$ cat src/rtl/pixel_stream_tx_pkg.sv
// pixel_stream_tx_pkg: shared video types, defaults and field indices
package pixel_stream_tx_pkg;
    typedef enum logic [1:0] {IDLE, ACTIVE, DISCARD} state_t;
    localparam int H_ACTIVE_DEF  = 1280;
    localparam int V_ACTIVE_DEF  = 720;
    localparam int ERR_EARLY_EOL = 0;
    localparam int ERR_LATE_EOL  = 1;
    localparam int ERR_EARLY_SOF = 2;
    localparam int COLOR_W       = 8;
    localparam int PIXEL_W       = 3 * COLOR_W;
    localparam int X_W           = 11;
    localparam int Y_W           = 10;
endpackage

$ cat src/rtl/pixel_stream_tx.sv
// pixel_stream_tx: AXI-stream video to pixel+coordinate stream with frame tracking
module pixel_stream_tx
    import pixel_stream_tx_pkg::*;
#(
    parameter int H_ACTIVE = H_ACTIVE_DEF,
    parameter int V_ACTIVE = V_ACTIVE_DEF
) (
    input  logic               clk,
    input  logic               reset_n,
    input  logic               enable,
    input  logic [PIXEL_W-1:0] S_TDATA,
    input  logic               S_TVALID,
    output logic               S_TREADY,
    input  logic               S_TUSER,
    input  logic               S_TLAST,
    output logic [PIXEL_W-1:0] DATA_OUT,
    output logic               DATA_OUT_VALID,
    output logic [X_W-1:0]     X_VALUE,
    output logic [Y_W-1:0]     Y_VALUE,
    output logic               FRAME_DONE,
    output logic [15:0]        FRAME_COUNT,
    output logic [2:0]         ERR_FLAGS,
    input  logic               CLR_ERR
);
    localparam logic [X_W-1:0] X_LAST = X_W'(H_ACTIVE - 1);
    localparam logic [Y_W-1:0] Y_LAST = Y_W'(V_ACTIVE - 1);

    state_t         state;
    logic [X_W-1:0] x, ex;
    logic [Y_W-1:0] y, ey;
    logic           acc, sof, emit, at_xl, line_end, frame_end;
    logic [2:0]     new_err;

    assign S_TREADY = enable;

    // decode the accepted pixel: its emitted coordinate, line/frame boundaries and error events
    always_comb begin
        acc       = S_TVALID && enable;
        sof       = acc && S_TUSER;
        emit      = acc && (S_TUSER || state == ACTIVE);
        ex        = sof ? '0 : x;
        ey        = sof ? '0 : y;
        at_xl     = ex == X_LAST;
        line_end  = S_TLAST || at_xl;
        frame_end = line_end && ey == Y_LAST;
        new_err   = '0;
        new_err[ERR_EARLY_EOL] = emit && S_TLAST && !at_xl;
        new_err[ERR_LATE_EOL]  = emit && at_xl && !S_TLAST;
        new_err[ERR_EARLY_SOF] = sof && state != IDLE;
    end

    // frame state machine, coordinate counters and registered pixel output
    always_ff @(posedge clk or negedge reset_n) begin
        if (!reset_n) begin
            state          <= IDLE;
            x              <= '0;
            y              <= '0;
            DATA_OUT       <= '0;
            DATA_OUT_VALID <= 1'b0;
            X_VALUE        <= '0;
            Y_VALUE        <= '0;
            FRAME_DONE     <= 1'b0;
            FRAME_COUNT    <= '0;
            ERR_FLAGS      <= '0;
        end else begin
            ERR_FLAGS      <= (CLR_ERR ? 3'b000 : ERR_FLAGS) | new_err;
            DATA_OUT_VALID <= emit;
            FRAME_DONE     <= emit && frame_end;
            if (!enable) begin
                state <= IDLE;
                x     <= '0;
                y     <= '0;
            end else if (emit) begin
                DATA_OUT <= S_TDATA;
                X_VALUE  <= ex;
                Y_VALUE  <= ey;
                if (frame_end) begin
                    state       <= IDLE;
                    x           <= '0;
                    y           <= '0;
                    FRAME_COUNT <= FRAME_COUNT + 16'd1;
                end else if (line_end) begin
                    state <= (at_xl && !S_TLAST) ? DISCARD : ACTIVE;
                    x     <= '0;
                    y     <= ey + 1'b1;
                end else begin
                    state <= ACTIVE;
                    x     <= ex + 1'b1;
                    y     <= ey;
                end
            end else if (acc && state == DISCARD && S_TLAST) begin
                state <= ACTIVE;
            end
        end
    end
endmodule

$ cat config.mk
export PLATFORM = sky130hd
export DESIGN_NAME = pixel_stream_tx
export DESIGN_NICKNAME = d
export VERILOG_FILES = /design/src/rtl/pixel_stream_tx_pkg.sv /design/src/rtl/pixel_stream_tx.sv
export SDC_FILE = /design/constraint.sdc
export NUM_CORES = 1
export LEC_CHECK = 0
export ABC_CLOCK_PERIOD_IN_PS = 5960
export BUFFER_PORTS_ARGS = -buffer_cell sky130_fd_sc_hd__buf_2
export CELL_PAD_IN_SITES_DETAIL_PLACEMENT = 2
export CELL_PAD_IN_SITES_GLOBAL_PLACEMENT = 2
export CORE_UTILIZATION = 34
export DETAILED_ROUTE_END_ITERATION = 8
export PLACE_DENSITY_LB_ADDON = 0.1
export RECOVER_POWER = 100
export SYNTH_ARGS = -nofsm -noshare
export SYNTH_HDL_FRONTEND = slang
export SYNTH_SLANG_ARGS = --single-unit
$ cat constraint.sdc
create_clock -name clk -period 5.96 [get_ports clk]
set_input_delay 0.298 -clock clk [delete_from_list [all_inputs] [get_ports clk]]
set_output_delay 0.298 -clock clk [all_outputs]
set_load 0.01 [all_outputs]
==> results of run 1 <==
-- layout by cell type (no fill, tap or decap), types with 9 or more instances in the layout --
| cell type | count |
|---|---|
| nand2_1 | 136 |
| dfrtp_1 | 89 |
| clkbuf_1 | 74 |
| a21oi_1 | 30 |
| buf_2 | 29 |
| nand3_1 | 18 |
| xnor2_1 | 15 |
| o21ai_0 | 15 |
| nor2_1 | 12 |
| clkbuf_16 | 9 |
-- registers in the layout (all words and copies together), names as in the netlist --
name            cells
DATA_OUT           24
FRAME_COUNT        16
X_VALUE            11
x                  11
Y_VALUE            10
y                  10
ERR_FLAGS           3
state               2
DATA_OUT_VALID      1
FRAME_DONE          1
-- where the power goes --
part / internal, mW / switching (mW)
Clock: 0.336 / 0.241
Combinational: 0.0425 / 0.0953
Sequential: 0.639 / 0.0223
-- through the flow --
| step | cells | hold WS [ns] | total power [mW] | worst slack (ns) | instance area, sq um |
|---|---|---|---|---|---|
| after floorplan | 425 | 0.002409 | 0.7400 | 3.325 | 4011 |
| after global placement | 651 | 0.3032 | 0.8142 | 2.844 | 4641 |
| after detailed placement | 651 | 0.3126 | 0.8209 | 2.787 | 4641 |
| after CTS | 668 | 0.1260 | 1.409 | 3.121 | 4941 |
| after global routing | 668 | 0.1407 | 1.441 | 1.923 | 4806 |
| final | 668 | 0.1341 | 1.377 | 2.384 | 4806 |
-- layer usage --
metal / GRT usage, % / up-vias / part of all wire, %
met2: 35.73 / 67 / 50
met5: 0 / - / 0
met4: 9.333 / 0 / 1.9
li1: - / 1642 / -
met1: 26.22 / 1781 / 42
met3: 5.928 / 15 / 5.3
-- final timing paths --
| path | start | endpoint | slack (ns) | cells after the start |
|---|---|---|---|---|
| worst max-delay path | enable | FRAME_COUNT[13] | 2.38 | 10 |
| worst min-delay path | S_TDATA[17] | DATA_OUT[17] | 0.13 | 3 |
| worst max register to register | y[0] | FRAME_COUNT[13] | 2.67 | 7 |
| worst min register to register | DATA_OUT[16] | DATA_OUT[16] | 0.48 | 2 |
| max in group asynchronous | reset_n | DATA_OUT[16] | 3.21 | 3 |
| min in group asynchronous | reset_n | Y_VALUE[3] | 1.11 | 2 |
-- worst min-delay path: cells and delay by family --
kind,cells,cell delay [ns]
buf+inv,1,0.07
simple gates,2,0.08
-- cell type report --
class | count | area [sq um] | area share (%)
Multi-Input combinational cell | 308 | 1639 | 34.11
Tap cell | 143 | 178.9 | 3.723
Timing Repair Buffer | 103 | 436.7 | 9.086
Clock inverter | 3 | 40.04 | 0.8331
Inverter | 9 | 33.78 | 0.7029
Clock buffer | 13 | 250.2 | 5.207
Sequential cell | 89 | 2227 | 46.34
-- repair_timing --
action	in CTS	in global routing
endpoints found under the hold margin	36	0
endpoints found under the setup margin	0	0
hold buffers	1	0
-- cells by family (layout without fill, tap and decap cells) --
group / count (synthesis) / in the layout / share of synthesized area [%]
and+or+nand+nor: 212 / 212 / 24.52
DFF: 89 / 89 / 55.52
AOI/OAI and AO/OA: 76 / 76 / 12.54
buffers and inverters: 28 / 128 / 2.714
xor gates and xnor gates: 16 / 16 / 3.494
adders and majority gates: 3 / 3 / 0.9358
muxes: 1 / 1 / 0.2807
==> metrics, run 1 <==
CORE AREA=0.01147 sq mm; Pleak=2.205 nW; DRC=0; total CTS buffers=9; Iter 0 DRT Violations=98; vias in the first global route=3918; number of synthesized flops with an enable pin=0; Final TNS setup=0 ns; biggest cell delay along the critical path=1.08 ns; WL/cell=18.42 um; antenna-violating nets left=0; post-synthesis cell type count=50; htree depth=3; Post-Synthesis Cell Area=0.004011 sq mm; most common cell in the netlist=nand2_1; Clock Skew=0.004162 ns; Post-CTS Setup Bufs=0; synth warn=0; Core Rows=39; f_max=0.2796 GHz; area share of the largest cell type after synthesis=55.52%; # port buffers=97; wire length of the first global-routing pass=20770 um; unrepaired setup endpoints after global routing=no; Via density=5.247; fin. max-slew vios=38; leading area contributor after synthesis=dfrtp_1; peak supply drop=0.1432 mV; Final GP Congestion=0.7805; Critical Path RT=6.19 ns; status=finished, violations left; Clock Latency Late Sink=0.35 ns; Die Ht=110.6 um; Max-slew headroom=-42.83%; Setup Viol. Count Final=0; #FFs+latches synth=89; syn_area_per_cell=9.438 sq um; die area=0.01224 sq mm; width of the die=110.6 um; clock-pin transition on the worst setup and hold timing paths=0.06 ns; DR pass1 iterations=4; element type at the critical path end=flop; Final nets=554; PwrDens=286.4 mW/mm^2; synth cell count leaders=136 x nand2_1, 89 x dfrtp_1, 30 x a21oi_1, 18 x nand3_1, 17 x clkbuf_1; Vias=3505; worst min path class=input pin to flop; fin crit period=3.576 ns; max_cap viols=1; Ports=98; Util after Layout=41.91%; post-synthesis async set-or-reset flop share=100.0%; initial antenna violation count=0; sequential fraction of the synthesis area=55.52%; type of origin of the critical path=input pin; dpl hpwl=8316 um; failing checks=max-capacitance violations, max-slew violations; largest net degree at the start of global routing=54; Initial Util=34.98%; WP buf/inv=2; Worst Path Arrival=3.81 ns; post-CTS sizing=0; gr usage total=21.56%; CTS tree=yes; DRT Wirelength=12300 um; crit-path max FO=13; Top delay family on crit path=simple AND/OR/NAND/NOR gates; fillers=1292; # clock sinks=89; Synth area leaders=dfrtp_1 56%, nand2_1 13%, a21oi_1 3.7%, xnor2_1 3.3%, nand3_1 2.2%; area grow syn2layout=19.81%; synthesized instance count=425; worst path cell trace=clkbuf_1, nand3_1, nand2_1, inv_1, ha_1, nand3_1, o41a_1, nor4_1, nand4_1, xnor2_1; Synth Flop Type=dfrtp_1; total grt overflow=0; final hold vios=0; Period Utilization, post-route=60.00%; critical path's slowest cell=nor4_1; clk root buf=clkbuf_16; share of cells above drive strength 1=9.524%; clk buf depth=2; Tightest Pin Transition=2.142 ns; WS Path Type=input pin to flop; Mapped Nets=459; # diodes=0; most frequent CP cell=nand3_1
(Power assumes the default switching activity.)
==> run 2, diff against run 1 <==
- ABC_AREA: not set -> 1
- ABC_CLOCK_PERIOD_IN_PS: 5960 -> 3600
- CORE_UTILIZATION: 34 -> 31
- clock period: 5.96 -> 3.6 ns (I/O delays scaled with it)
==> run 2 against run 1 <==
The flow still finishes with violations (max-capacitance violations, max-slew violations). Non-clock buffer count decreased by 2. Sequential power increased by 69%. Clock skew grew 0.0013 ns. Clock-buffer cell count decreased by 2. Cell area is 8.0% higher.
==> metrics, run 2 <==
status=finished, violations left (unchanged); failing checks=max-capacitance violations, max-slew violations (unchanged); f_max=0.3658 GHz; Period Utilization, post-route=75.93%; dpl hpwl=9879 um (was 8316 um); WL/cell=16.19 um (was 18.42 um); sequential fraction of the synthesis area=50.65% (was 55.52%); die area=0.01466 sq mm (was 0.01224 sq mm); clk buf depth=2 (unchanged); Initial Util=31.67% (was 34.98%); hold buffer count at CTS=0 (was 1); synth cell count leaders=234 x nand2_1, 89 x dfrtp_1, 49 x inv_1, 49 x o21ai_0, 35 x nand3_1 (was 136 x nand2_1, 89 x dfrtp_1, 30 x a21oi_1, 18 x nand3_1, 17 x clkbuf_1); Vias=3992 (was 3505); type of origin of the critical path=input pin (unchanged); Reg2Reg Depth=12 (was 7); synth warn=0 (unchanged); Setup crit start=enable (unchanged); # diodes=0 (unchanged); # port buffers=97 (unchanged); Top reg by flops=DATA_OUT (unchanged); Die Ht=121.1 um (was 110.6 um); area of the multi-input gates=0.001854 sq mm (was 0.001639 sq mm); wire length of the first global-routing pass=22630 um (was 20770 um); Util after Layout=37.39% (was 41.91%); r2r endpoint=FRAME_COUNT[9] (was FRAME_COUNT[13]); hold slack final=0.02113 ns (was 0.1341 ns); max reg flops=24 (unchanged); worst hold start=S_TDATA[9] (was S_TDATA[17]); synthesized instance count=556 (was 425); Final TNS setup=0 ns (unchanged); clock-pin transition on the worst setup and hold timing paths=0.07 ns (was 0.06 ns); Synth area leaders=dfrtp_1 51%, nand2_1 20%, o21ai_0 5.6%, inv_1 4.2%, nand3_1 4.0% (was dfrtp_1 56%, nand2_1 13%, a21oi_1 3.7%, xnor2_1 3.3%, nand3_1 2.2%); Post-Synthesis Cell Area=0.004397 sq mm (was 0.004011 sq mm); fillers=1664 (was 1292); Largest regs=DATA_OUT (24), FRAME_COUNT (16) (unchanged); crit-path max FO=28 (was 13); Final GP Congestion=0.7709 (was 0.7805); post-synthesis cell type count=28 (was 50); worst min path class=input pin to flop (unchanged); DP Worst Slack=0.8646 ns (was 2.787 ns); peak supply drop=0.1790 mV (was 0.1432 mV); r2r setup slk=1.15 ns (was 2.67 ns); CTS tree=yes (unchanged); number of synthesized flops with an enable pin=0 (unchanged); htree depth=3 (unchanged); syn_area_per_cell=7.908 sq um (was 9.438 sq um); critical path's slowest cell=nand3_1 (was nor4_1); worst path cell trace=clkbuf_1, nand3_1, nand2_1, inv_1, ha_1, inv_1, nor2_2, nand3_4, nand2_4, nand2_4, nor2_8, inv_1, nand2_1, nand2_1 (was clkbuf_1, nand3_1, nand2_1, inv_1, ha_1, nand3_1, o41a_1, nor4_1, nand4_1, xnor2_1); commonest non-fill, non-tap cells in the layout=234 x nand2_1, 89 x dfrtp_1, 71 x clkbuf_1 (was 136 x nand2_1, 89 x dfrtp_1, 74 x clkbuf_1); fin. max-slew vios=73 (was 38); worst hold path cell count=3 (unchanged); area grow syn2layout=18.04% (was 19.81%); Clock Skew=0.005493 ns (was 0.004162 ns); sequential cell area=0.002227 sq mm (unchanged); DRT Wirelength=13490 um (was 12300 um); Critical Path Sink=FRAME_COUNT[9] (was FRAME_COUNT[13]); final instance area=0.005190 sq mm (was 0.004806 sq mm); Ports=98 (unchanged); dpl cell area=0.005029 sq mm (was 0.004641 sq mm); largest net degree at the start of global routing=73 (was 54); total CTS buffers=9 (unchanged); WS Path Type=input pin to flop (unchanged); Synth Flop Type=dfrtp_1 (unchanged); Worst Path Arrival=2.97 ns (was 3.81 ns); Via density=4.792 (was 5.247); biggest cell delay along the critical path=0.59 ns (was 1.08 ns); Clock Latency Late Sink=0.35 ns (about the same); fin crit period=2.734 ns; #FFs+latches synth=89 (unchanged); commonest non-fill, non-tap cell in the layout=nand2_1 (unchanged); Pleak=2.645 nW (was 2.205 nW); # clock sinks=89 (unchanged); most common cell in the netlist=nand2_1 (unchanged); DR pass1 iterations=6 (was 4); Setup Viol. Count Final=0 (unchanged); element type at the critical path end=flop (unchanged); PwrDens=441.1 mW/mm^2 (was 286.4 mW/mm^2); Core Rows=43 (was 39); Post-CTS Setup Bufs=0 (unchanged); initial antenna violation count=0 (unchanged); CORE AREA=0.01388 sq mm (was 0.01147 sq mm); setup ws final=0.8664 ns (was 2.384 ns); final hold vios=0 (unchanged); post-synthesis async set-or-reset flop share=100.0% (unchanged); gr usage total=20.14% (was 21.56%); unrepaired setup endpoints after global routing=no (unchanged); Worst R2R Start=x[0] (was y[0]); leading area contributor after synthesis=dfrtp_1 (unchanged); width of the die=121.1 um (was 110.6 um); max_cap viols=1 (unchanged); Mapped Nets=590 (was 459); vias in the first global route=4487 (was 3918); Critical Path RT=3.83 ns (was 6.19 ns); share of cells above drive strength 1=8.576% (was 9.524%); total grt overflow=0 (unchanged); Tightest Pin Transition=1.863 ns (was 2.142 ns); post-CTS sizing=0 (unchanged); DRC=0 (unchanged); area share of the largest cell type after synthesis=50.65% (was 55.52%); Iter 0 DRT Violations=142 (was 98); antenna-violating nets left=0 (unchanged); Final nets=683 (was 554); Max-slew headroom=-24.19% (was -42.83%); clk root buf=clkbuf_16 (unchanged)
## run 2: worst min path at each step
| stage | end | slack (ns) |
|---|---|---|
| floorplan | DATA_OUT[0] | -0.12 |
| global placement | DATA_OUT[22] | 0.38 |
| detailed placement | DATA_OUT[9] | 0.38 |
| CTS | DATA_OUT[20] | 0.01 |
| global route | DATA_OUT[7] | 0.03 |
| finish | DATA_OUT[9] | 0.02 |
## run 2: kinds of logic (layout without fill, tap and decap cells)
kind of cell | count (synthesis) | in the layout | synth area share, %
DFF | 89 | 89 | 50.65
and+or+nand+nor | 322 | 322 | 31.82
AOI/OAI and AO/OA | 56 | 56 | 6.488
buffers and inverters | 69 | 166 | 6.801
xor gates and xnor gates | 17 | 17 | 3.386
adders and majority gates | 3 | 3 | 0.8538
## run 2: per-layer routing
metal	track usage, %	part of all wire (%)	up-vias	routed length (um)
met3	3.195	3.9	12	524
met5	0	0	-	0
met4	7.562	1.5	0	203
li1	-	-	1927	-
met1	25.66	45	1977	6073
met2	34.18	50	76	6683
## run 2: stage by stage
step	cells	power (mW)
finish	833	2.289
global route	833	2.410
CTS	833	2.352
detailed placement	818	1.449
global placement	818	1.433
floorplan	556	1.288
## run 2: power by group
group / internal, mW / switching [mW]
Clock: 0.483 / 0.403
Sequential: 1.07 / 0.0430
Combinational: 0.0846 / 0.201
## run 2: worst max-delay path, delay by kind of cell
family	cells	cell delay (ns)
and+or+nand+nor	9	1.90
adders and majority gates	1	0.28
buffers and inverters	4	0.59
## run 2: layout make-up
type	count	share of cell area [%]
clock inverter	4	0.5786
timing repair buffer	101	8.149
sequential	89	42.91
tap	180	4.339
inverter	50	3.616
multi-input combinational	398	35.73
clock buffer	11	4.677
